File: src/rtl/mem_wb_pipe_if.sv
// MEM->WB channel bundle: upstream (in_*) and downstream (out_*) valid/ready handshakes.
// The pipeline register chain takes the slave view; the surrounding MEM/WB logic takes the master view.
interface mem_wb_pipe_if #(
    parameter int unsigned WB_W   = 2,
    parameter int unsigned DATA_W = 32
);
    logic              in_valid;
    logic              in_ready;
    logic [WB_W-1:0]   in_wb;
    logic [DATA_W-1:0] in_readdata;
    logic [DATA_W-1:0] in_aluout;
    logic              out_valid;
    logic              out_ready;
    logic [WB_W-1:0]   out_wb;
    logic [DATA_W-1:0] out_readdata;
    logic [DATA_W-1:0] out_aluout;

    modport master (
        output in_valid, in_wb, in_readdata, in_aluout, out_ready,
        input  in_ready, out_valid, out_wb, out_readdata, out_aluout
    );

    modport slave (
        input  in_valid, in_wb, in_readdata, in_aluout, out_ready,
        output in_ready, out_valid, out_wb, out_readdata, out_aluout
    );
endinterface

File: src/rtl/mem_wb_pipe.sv
// Elastic MEM->WB register chain of DEPTH stages with valid/ready back-pressure,
// bubble collapsing, synchronous flush and synchronous reset.
module mem_wb_pipe #(
    parameter int unsigned WB_W    = 2,
    parameter int unsigned DATA_W  = 32,
    parameter int unsigned DEPTH   = 1,
    parameter int unsigned GATE_WB = 1
) (
    input  logic                         clk,
    input  logic                         rst,
    input  logic                         flush,
    mem_wb_pipe_if.slave                 bus,
    output logic [$clog2(DEPTH+1)-1:0]   occupancy
);
    localparam int unsigned OCC_W = $clog2(DEPTH+1);

    logic [DEPTH-1:0]             v;
    logic [DEPTH-1:0][WB_W-1:0]   wb_q;
    logic [DEPTH-1:0][DATA_W-1:0] rd_q;
    logic [DEPTH-1:0][DATA_W-1:0] al_q;

    logic [DEPTH:0]               r;
    logic [DEPTH-1:0]             up_v;
    logic [DEPTH-1:0][WB_W-1:0]   up_wb;
    logic [DEPTH-1:0][DATA_W-1:0] up_rd;
    logic [DEPTH-1:0][DATA_W-1:0] up_al;

    // Ready ripples from the WB end back towards MEM; a stage is ready if empty or draining.
    always_comb begin
        r        = '0;
        r[DEPTH] = bus.out_ready;
        for (int unsigned i = 0; i < DEPTH; i++) begin
            r[DEPTH-1-i] = ~v[DEPTH-1-i] | r[DEPTH-i];
        end
    end

    always_comb begin
        up_v     = '0;
        up_wb    = '0;
        up_rd    = '0;
        up_al    = '0;
        up_v[0]  = bus.in_valid;
        up_wb[0] = bus.in_wb;
        up_rd[0] = bus.in_readdata;
        up_al[0] = bus.in_aluout;
        for (int unsigned k = 1; k < DEPTH; k++) begin
            up_v[k]  = v[k-1];
            up_wb[k] = wb_q[k-1];
            up_rd[k] = rd_q[k-1];
            up_al[k] = al_q[k-1];
        end
    end

    always_ff @(posedge clk) begin
        if (rst) begin
            v    <= '0;
            wb_q <= '0;
            rd_q <= '0;
            al_q <= '0;
        end else if (flush) begin
            v <= '0;
        end else begin
            for (int unsigned k = 0; k < DEPTH; k++) begin
                if (r[k]) begin
                    v[k] <= up_v[k];
                    // Payload only moves with a real entry so bubbles never overwrite data.
                    if (up_v[k]) begin
                        wb_q[k] <= up_wb[k];
                        rd_q[k] <= up_rd[k];
                        al_q[k] <= up_al[k];
                    end
                end
            end
        end
    end

    always_comb begin
        occupancy = '0;
        for (int unsigned k = 0; k < DEPTH; k++) begin
            occupancy = occupancy + OCC_W'(v[k]);
        end
    end

    assign bus.in_ready     = r[0] & ~flush;
    assign bus.out_valid    = v[DEPTH-1];
    assign bus.out_wb       = ((GATE_WB == 0) || v[DEPTH-1]) ? wb_q[DEPTH-1] : '0;
    assign bus.out_readdata = rd_q[DEPTH-1];
    assign bus.out_aluout   = al_q[DEPTH-1];
endmodule

File: src/flat_wrapper.sv
// flat-port wrapper written by rule: the top's interface ports become plain ports
module mem_wb_pipe_flat 
#(
    parameter int unsigned WB_W    = 2,
    parameter int unsigned DATA_W  = 32,
    parameter int unsigned DEPTH   = 1,
    parameter int unsigned GATE_WB = 1
)
  (clk, rst, flush, occupancy, bus_in_valid, bus_in_wb, bus_in_readdata, bus_in_aluout, bus_out_ready, bus_in_ready, bus_out_valid, bus_out_wb, bus_out_readdata, bus_out_aluout);
  mem_wb_pipe_if #(.WB_W(WB_W), .DATA_W(DATA_W)) bus_i ();
  input  logic clk;
  input  logic rst;
  input  logic flush;
  output logic [$clog2(DEPTH+1)-1:0] occupancy;
  input wire logic [$bits(bus_i.in_valid)-1:0] bus_in_valid;
  input wire logic [$bits(bus_i.in_wb)-1:0] bus_in_wb;
  input wire logic [$bits(bus_i.in_readdata)-1:0] bus_in_readdata;
  input wire logic [$bits(bus_i.in_aluout)-1:0] bus_in_aluout;
  input wire logic [$bits(bus_i.out_ready)-1:0] bus_out_ready;
  output wire logic [$bits(bus_i.in_ready)-1:0] bus_in_ready;
  output wire logic [$bits(bus_i.out_valid)-1:0] bus_out_valid;
  output wire logic [$bits(bus_i.out_wb)-1:0] bus_out_wb;
  output wire logic [$bits(bus_i.out_readdata)-1:0] bus_out_readdata;
  output wire logic [$bits(bus_i.out_aluout)-1:0] bus_out_aluout;
  assign bus_i.in_valid = bus_in_valid;
  assign bus_i.in_wb = bus_in_wb;
  assign bus_i.in_readdata = bus_in_readdata;
  assign bus_i.in_aluout = bus_in_aluout;
  assign bus_i.out_ready = bus_out_ready;
  assign bus_in_ready = bus_i.in_ready;
  assign bus_out_valid = bus_i.out_valid;
  assign bus_out_wb = bus_i.out_wb;
  assign bus_out_readdata = bus_i.out_readdata;
  assign bus_out_aluout = bus_i.out_aluout;
  mem_wb_pipe #(.WB_W(WB_W), .DATA_W(DATA_W), .DEPTH(DEPTH), .GATE_WB(GATE_WB)) u_core (.clk(clk), .rst(rst), .flush(flush), .bus(bus_i), .occupancy(occupancy));
endmodule
File: config.mk
export PLATFORM = sky130hd
export DESIGN_NAME = mem_wb_pipe_flat
export DESIGN_NICKNAME = d
export VERILOG_FILES = /design/src/rtl/mem_wb_pipe_if.sv /design/src/rtl/mem_wb_pipe.sv /design/src/flat_wrapper.sv
export SDC_FILE = /design/constraint.sdc
export NUM_CORES = 1
export LEC_CHECK = 0
export ABC_AREA = 1
export BUFFER_PORTS_ARGS = -buffer_cell sky130_fd_sc_hd__buf_2
export CAP_MARGIN = 10
export CORE_MARGIN = 5
export CORE_UTILIZATION = 42
export CTS_CLUSTER_SIZE = 8
export DETAILED_ROUTE_END_ITERATION = 7
export GPL_ROUTABILITY_DRIVEN = 0
export PLACE_DENSITY = 0.76
export SYNTH_ARGS = -nofsm -noshare
export SYNTH_HDL_FRONTEND = slang
export SYNTH_SLANG_ARGS = --single-unit
File: constraint.sdc
create_clock -name clk -period 1.1 [get_ports clk]
set_input_delay 0.165 -clock clk [delete_from_list [all_inputs] [get_ports clk]]
set_output_delay 0.165 -clock clk [all_outputs]
set_load 0.02 [all_outputs]
==> results.txt <==
In this run, the number of DRC markers left after iteration 0 of detailed routing was 145. The run gives 0.280 as the routing usage on met2. The minimum setup slack in the final design is -0.183 ns, and the remaining antenna violation count after routing is 0. The cell area reported after detailed placement is 3790 sq um, and the die height is 94.5 um. The top cell types in the final layout, fill and taps aside, are sky130_fd_sc_hd__buf_2 (134), sky130_fd_sc_hd__inv_1 (68), sky130_fd_sc_hd__nand2_1 (67). The H-tree was split into 3 levels. The final worst-path cycle share works out to 1.17.

The tools report the tightest slew margin relative to the limit as 0.703. Share of power burned in the clock network: 0.290. Counting every sink on the clock net gives 67. The first-pass GRT wire length came out at 12200 um. Clock-pin slew was measured on the worst setup and hold paths at 0.06 ns. For the initial antenna violation count, the log shows 0.

The cell count after synthesis came out at 447. The startpoint identified for the worst hold timing path is rst. Static timing analysis puts the maximum clock frequency at 0.779 GHz. The fraction of power spent switching nets was 0.302; the number of diodes was 0. In this run the standard cell core region covers 6870 sq um.

For this run, design rule violations remaining after detail routing come to 0. The worst path needs 1.28 ns of the cycle, external delays included. The number of cell instances on the worst register-to-register path was 7; the worst-case vdd ir drop was 754 uV.

The number of primary I/O pins is 140, and the data required time of the critical path is 1.31 ns. The via density per instance came out at 4.92. The average wire length per cell after detail routing was 14.7 um; the relative contribution of sequential cells to total power was 0.470.

Setup repair after global routing could not meet its margin everywhere. Final number of hold-violating endpoints: 0. Across the run, the number of max-cap violations was 0. Global-route total usage across every layer: 0.168. The utilization of the core after routing is 0.719, and the setup slack at placement is -0.0190 ns. Setup violations remaining at the end of the flow were counted as 70. The fraction of met3 tracks used by global routing is 0.0518. The endpoint of the lowest-slack register-to-register path was u_core.bus.out_aluout[3]$_SDFFE_PP0P_. The power density of the placed cells is 1170 nW/um^2. The count of TritonRoute iterations in the first routing pass came out at 5.

TritonCTS built the clock tree. The switching power of the nets was 0.00174 W. The startpoint class of the critical path was a flip-flop. Ranked by total cell area, the synthesized netlist is headed by sky130_fd_sc_hd__dfxtp_1 (45%), sky130_fd_sc_hd__a21oi_1 (11%), sky130_fd_sc_hd__nand3_1 (11%).

The logs give 0.436 for the effective utilization at floorplan and 0 for the count of synthesis-stage warnings from yosys. After synthesis the netlist holds a flip-flop and latch count of 67. Largest net degree at the start of global routing: 75.

Compared with the post-synthesis result, the final layout area differs by 64.8%. The global routing usage on met1 is 0.208. The largest individual stage delay along the critical path comes from the cell sky130_fd_sc_hd__dfxtp_4. The later-pin clock latency in the skew report came out at 0.32 ns.

The tools report the number of max-slew violations in the final report as 0. The flow ran to the end, but the final reports show violations. The buffer cell driving the clock tree root was sky130_fd_sc_hd__clkbuf_8. Average size of a mapped cell: 6.70 sq um.

Walking the worst path, the cells encountered are buf_4, buf_12, nand2_8, clkbuf_16, nand3_2, nand2_1, nor2_1. The synthesized netlist occupies a cell area of 3000 sq um. The critical path is of the flip-flop to flip-flop type. Highest net fanout along the worst path: 6.

In this run the register-to-register setup slack is -0.18 ns. The initialized floorplan defines 30 standard-cell rows. In the final timing run, aggregate negative setup slack is -7.22 ns.

The synthesized net count is 518. Buffers inserted to repair hold after CTS numbered 0. In this design, the largest share of critical-path delay is due to buffers and inverters.

The final layout net count was 671. In this run the worst hold path is classified as input pin to flip-flop. The share of synthesized area occupied by flip-flops and latches is 0.448, and the number of buffers added on ports is 139. The run gives 0 as the sum of overflow across all layers after global routing. The path with the worst hold slack has its endpoint at u_core.bus.out_valid$_SDFFE_PP0P_. Summing over every cut layer, the via total after detailed routing is 3436.

The checks that failed: setup timing. In this run the deepest clock path goes through 2 buffers. At the worst endpoint, the arrival time is 1.49 ns. The floorplan step defined a die boundary enclosing 8920 sq um.

Share of the synthesized area in the top cell type: 0.448. Horizontal die dimension: 94.5 um. The run gives 559 as the number of fill cells. The run gives 2.61 nW as the static leakage power. For the via count of the first global-routing pass, the log shows 2794. The library cell with the largest summed area after synthesis was sky130_fd_sc_hd__dfxtp_1.

Synthesis instantiated 14 different standard cells from the library. The combinational power share is 0.240. The wire-length estimate of the detail-placed layout is 5340 um. The run gives 0.00561 ns as the final clock skew. Final wirelength: 10300 um.

Along the worst hold path, the cell count comes to 2. The most frequent standard cell in the layout excluding fill and tap cells was sky130_fd_sc_hd__buf_2. Counting both buffers and inverters, the worst setup path holds a total of 3. At the pin with the least slew margin, the transition time is 0.444 ns.

The number of buffers created by CTS was 9. Cell internal power was estimated by the tool at 0.00403 W. The kind of end point of the critical path was a flip-flop. The ratio of cells with drive above 1 in the final layout works out to 0.463. The global-route layer with the greatest usage was met2.

The worst register-to-register path begins at u_core.bus.out_valid$_SDFFE_PP0P_. The total non-filler cell area in the finished layout came out at 4940 sq um. On the worst path, the slowest cell contributes a delay of 0.34 ns.
cell families (layout without fill, tap and decap cells):
kind of cell,Yosys count,after routing,share of synthesized area
flops,67,67,0.448
buf+inv,108,259,0.153
simple gates,206,210,0.289
compound gates,66,66,0.110
what timing repair did:
item,CTS,global route
setup endpoints to repair,5,69
gates resized for setup,10,110
setup buffers,1,5
cloned,0,24
pin swaps,1,42
sequential cells by signal, indices dropped and copies added (netlist names):
register and count:
u_core.bus.out_valid 1, u_core.wb_q 2, u_core.bus.out_aluout 32, u_core.bus.out_readdata 32
metrics by stage:
| stage | cells | hold slack (ns) | total power (W) |
|---|---|---|---|
| after floorplan | 447 | 0.232 | 0.00341 |
| after global placement | 655 | 0.377 | 0.00378 |
| after detailed placement | 655 | 0.375 | 0.00380 |
| after CTS | 669 | 0.0281 | 0.00549 |
| after global routing | 698 | 0.0250 | 0.00607 |
| final | 698 | 0.0497 | 0.00577 |
layer usage:
metal / routed length (um) / part of all wire
met1: 4300 / 0.42
met2: 4990 / 0.49
met3: 845 / 0.082
met4: 154 / 0.015
met5: 0 / 0
worst max-delay path by stage:
| stage | slack [ns] | from | end | cells past startpoint |
|---|---|---|---|---|
| after floorplan | 0.01 | u_core.bus.out_valid$_SDFFE_PP0P_ | u_core.bus.out_aluout[23]$_SDFFE_PP0P_ | 5 |
| after global placement | 0.01 | flush | u_core.bus.out_aluout[12]$_SDFFE_PP0P_ | 6 |
| after detailed placement | -0.02 | bus_in_valid | u_core.bus.out_readdata[17]$_SDFFE_PP0P_ | 7 |
| after CTS | -0.17 | u_core.bus.out_valid$_SDFFE_PP0P_ | bus_in_ready | 5 |
| after global routing | -0.24 | u_core.bus.out_valid$_SDFFE_PP0P_ | u_core.wb_q[0]$_SDFFE_PP0P_ | 6 |
| final | -0.18 | u_core.bus.out_valid$_SDFFE_PP0P_ | u_core.bus.out_aluout[3]$_SDFFE_PP0P_ | 7 |
cell usage after synthesis, drive strengths merged:
cell    instances
a21oi          66
buf            28
clkbuf          8
dfxtp          67
inv            72
nand2          69
nand3          66
nor2           70
nor3            1
power by group through the flow:
stage               registers [W]  clock network, W  logic [W]
floorplan                 0.00293                 0   0.000479
CTS                       0.00268           0.00172    0.00109
detailed placement        0.00273                 0    0.00107
finish                    0.00271           0.00167    0.00138
global route              0.00273           0.00184    0.00150
global placement          0.00273                 0    0.00105
cell type report:
cell class / instances / area (sq um) / area share
Multi-Input combinational cell: 276 / 1680 / 0.339
Timing Repair Buffer: 174 / 1380 / 0.279
Sequential cell: 67 / 1350 / 0.273
Inverter: 72 / 270 / 0.0547
Clock buffer: 13 / 149 / 0.0301
Tap cell: 96 / 120 / 0.0243
worst register-to-register path: stages, from the launching register on:
cell                        delay (ns)
sky130_fd_sc_hd__dfxtp_4          0.34
sky130_fd_sc_hd__buf_4            0.14
sky130_fd_sc_hd__buf_12           0.15
sky130_fd_sc_hd__nand2_8          0.13
sky130_fd_sc_hd__clkbuf_16        0.18
sky130_fd_sc_hd__nand3_2          0.08
sky130_fd_sc_hd__nand2_1          0.11
sky130_fd_sc_hd__nor2_1           0.05
(Power assumes the default switching activity.)
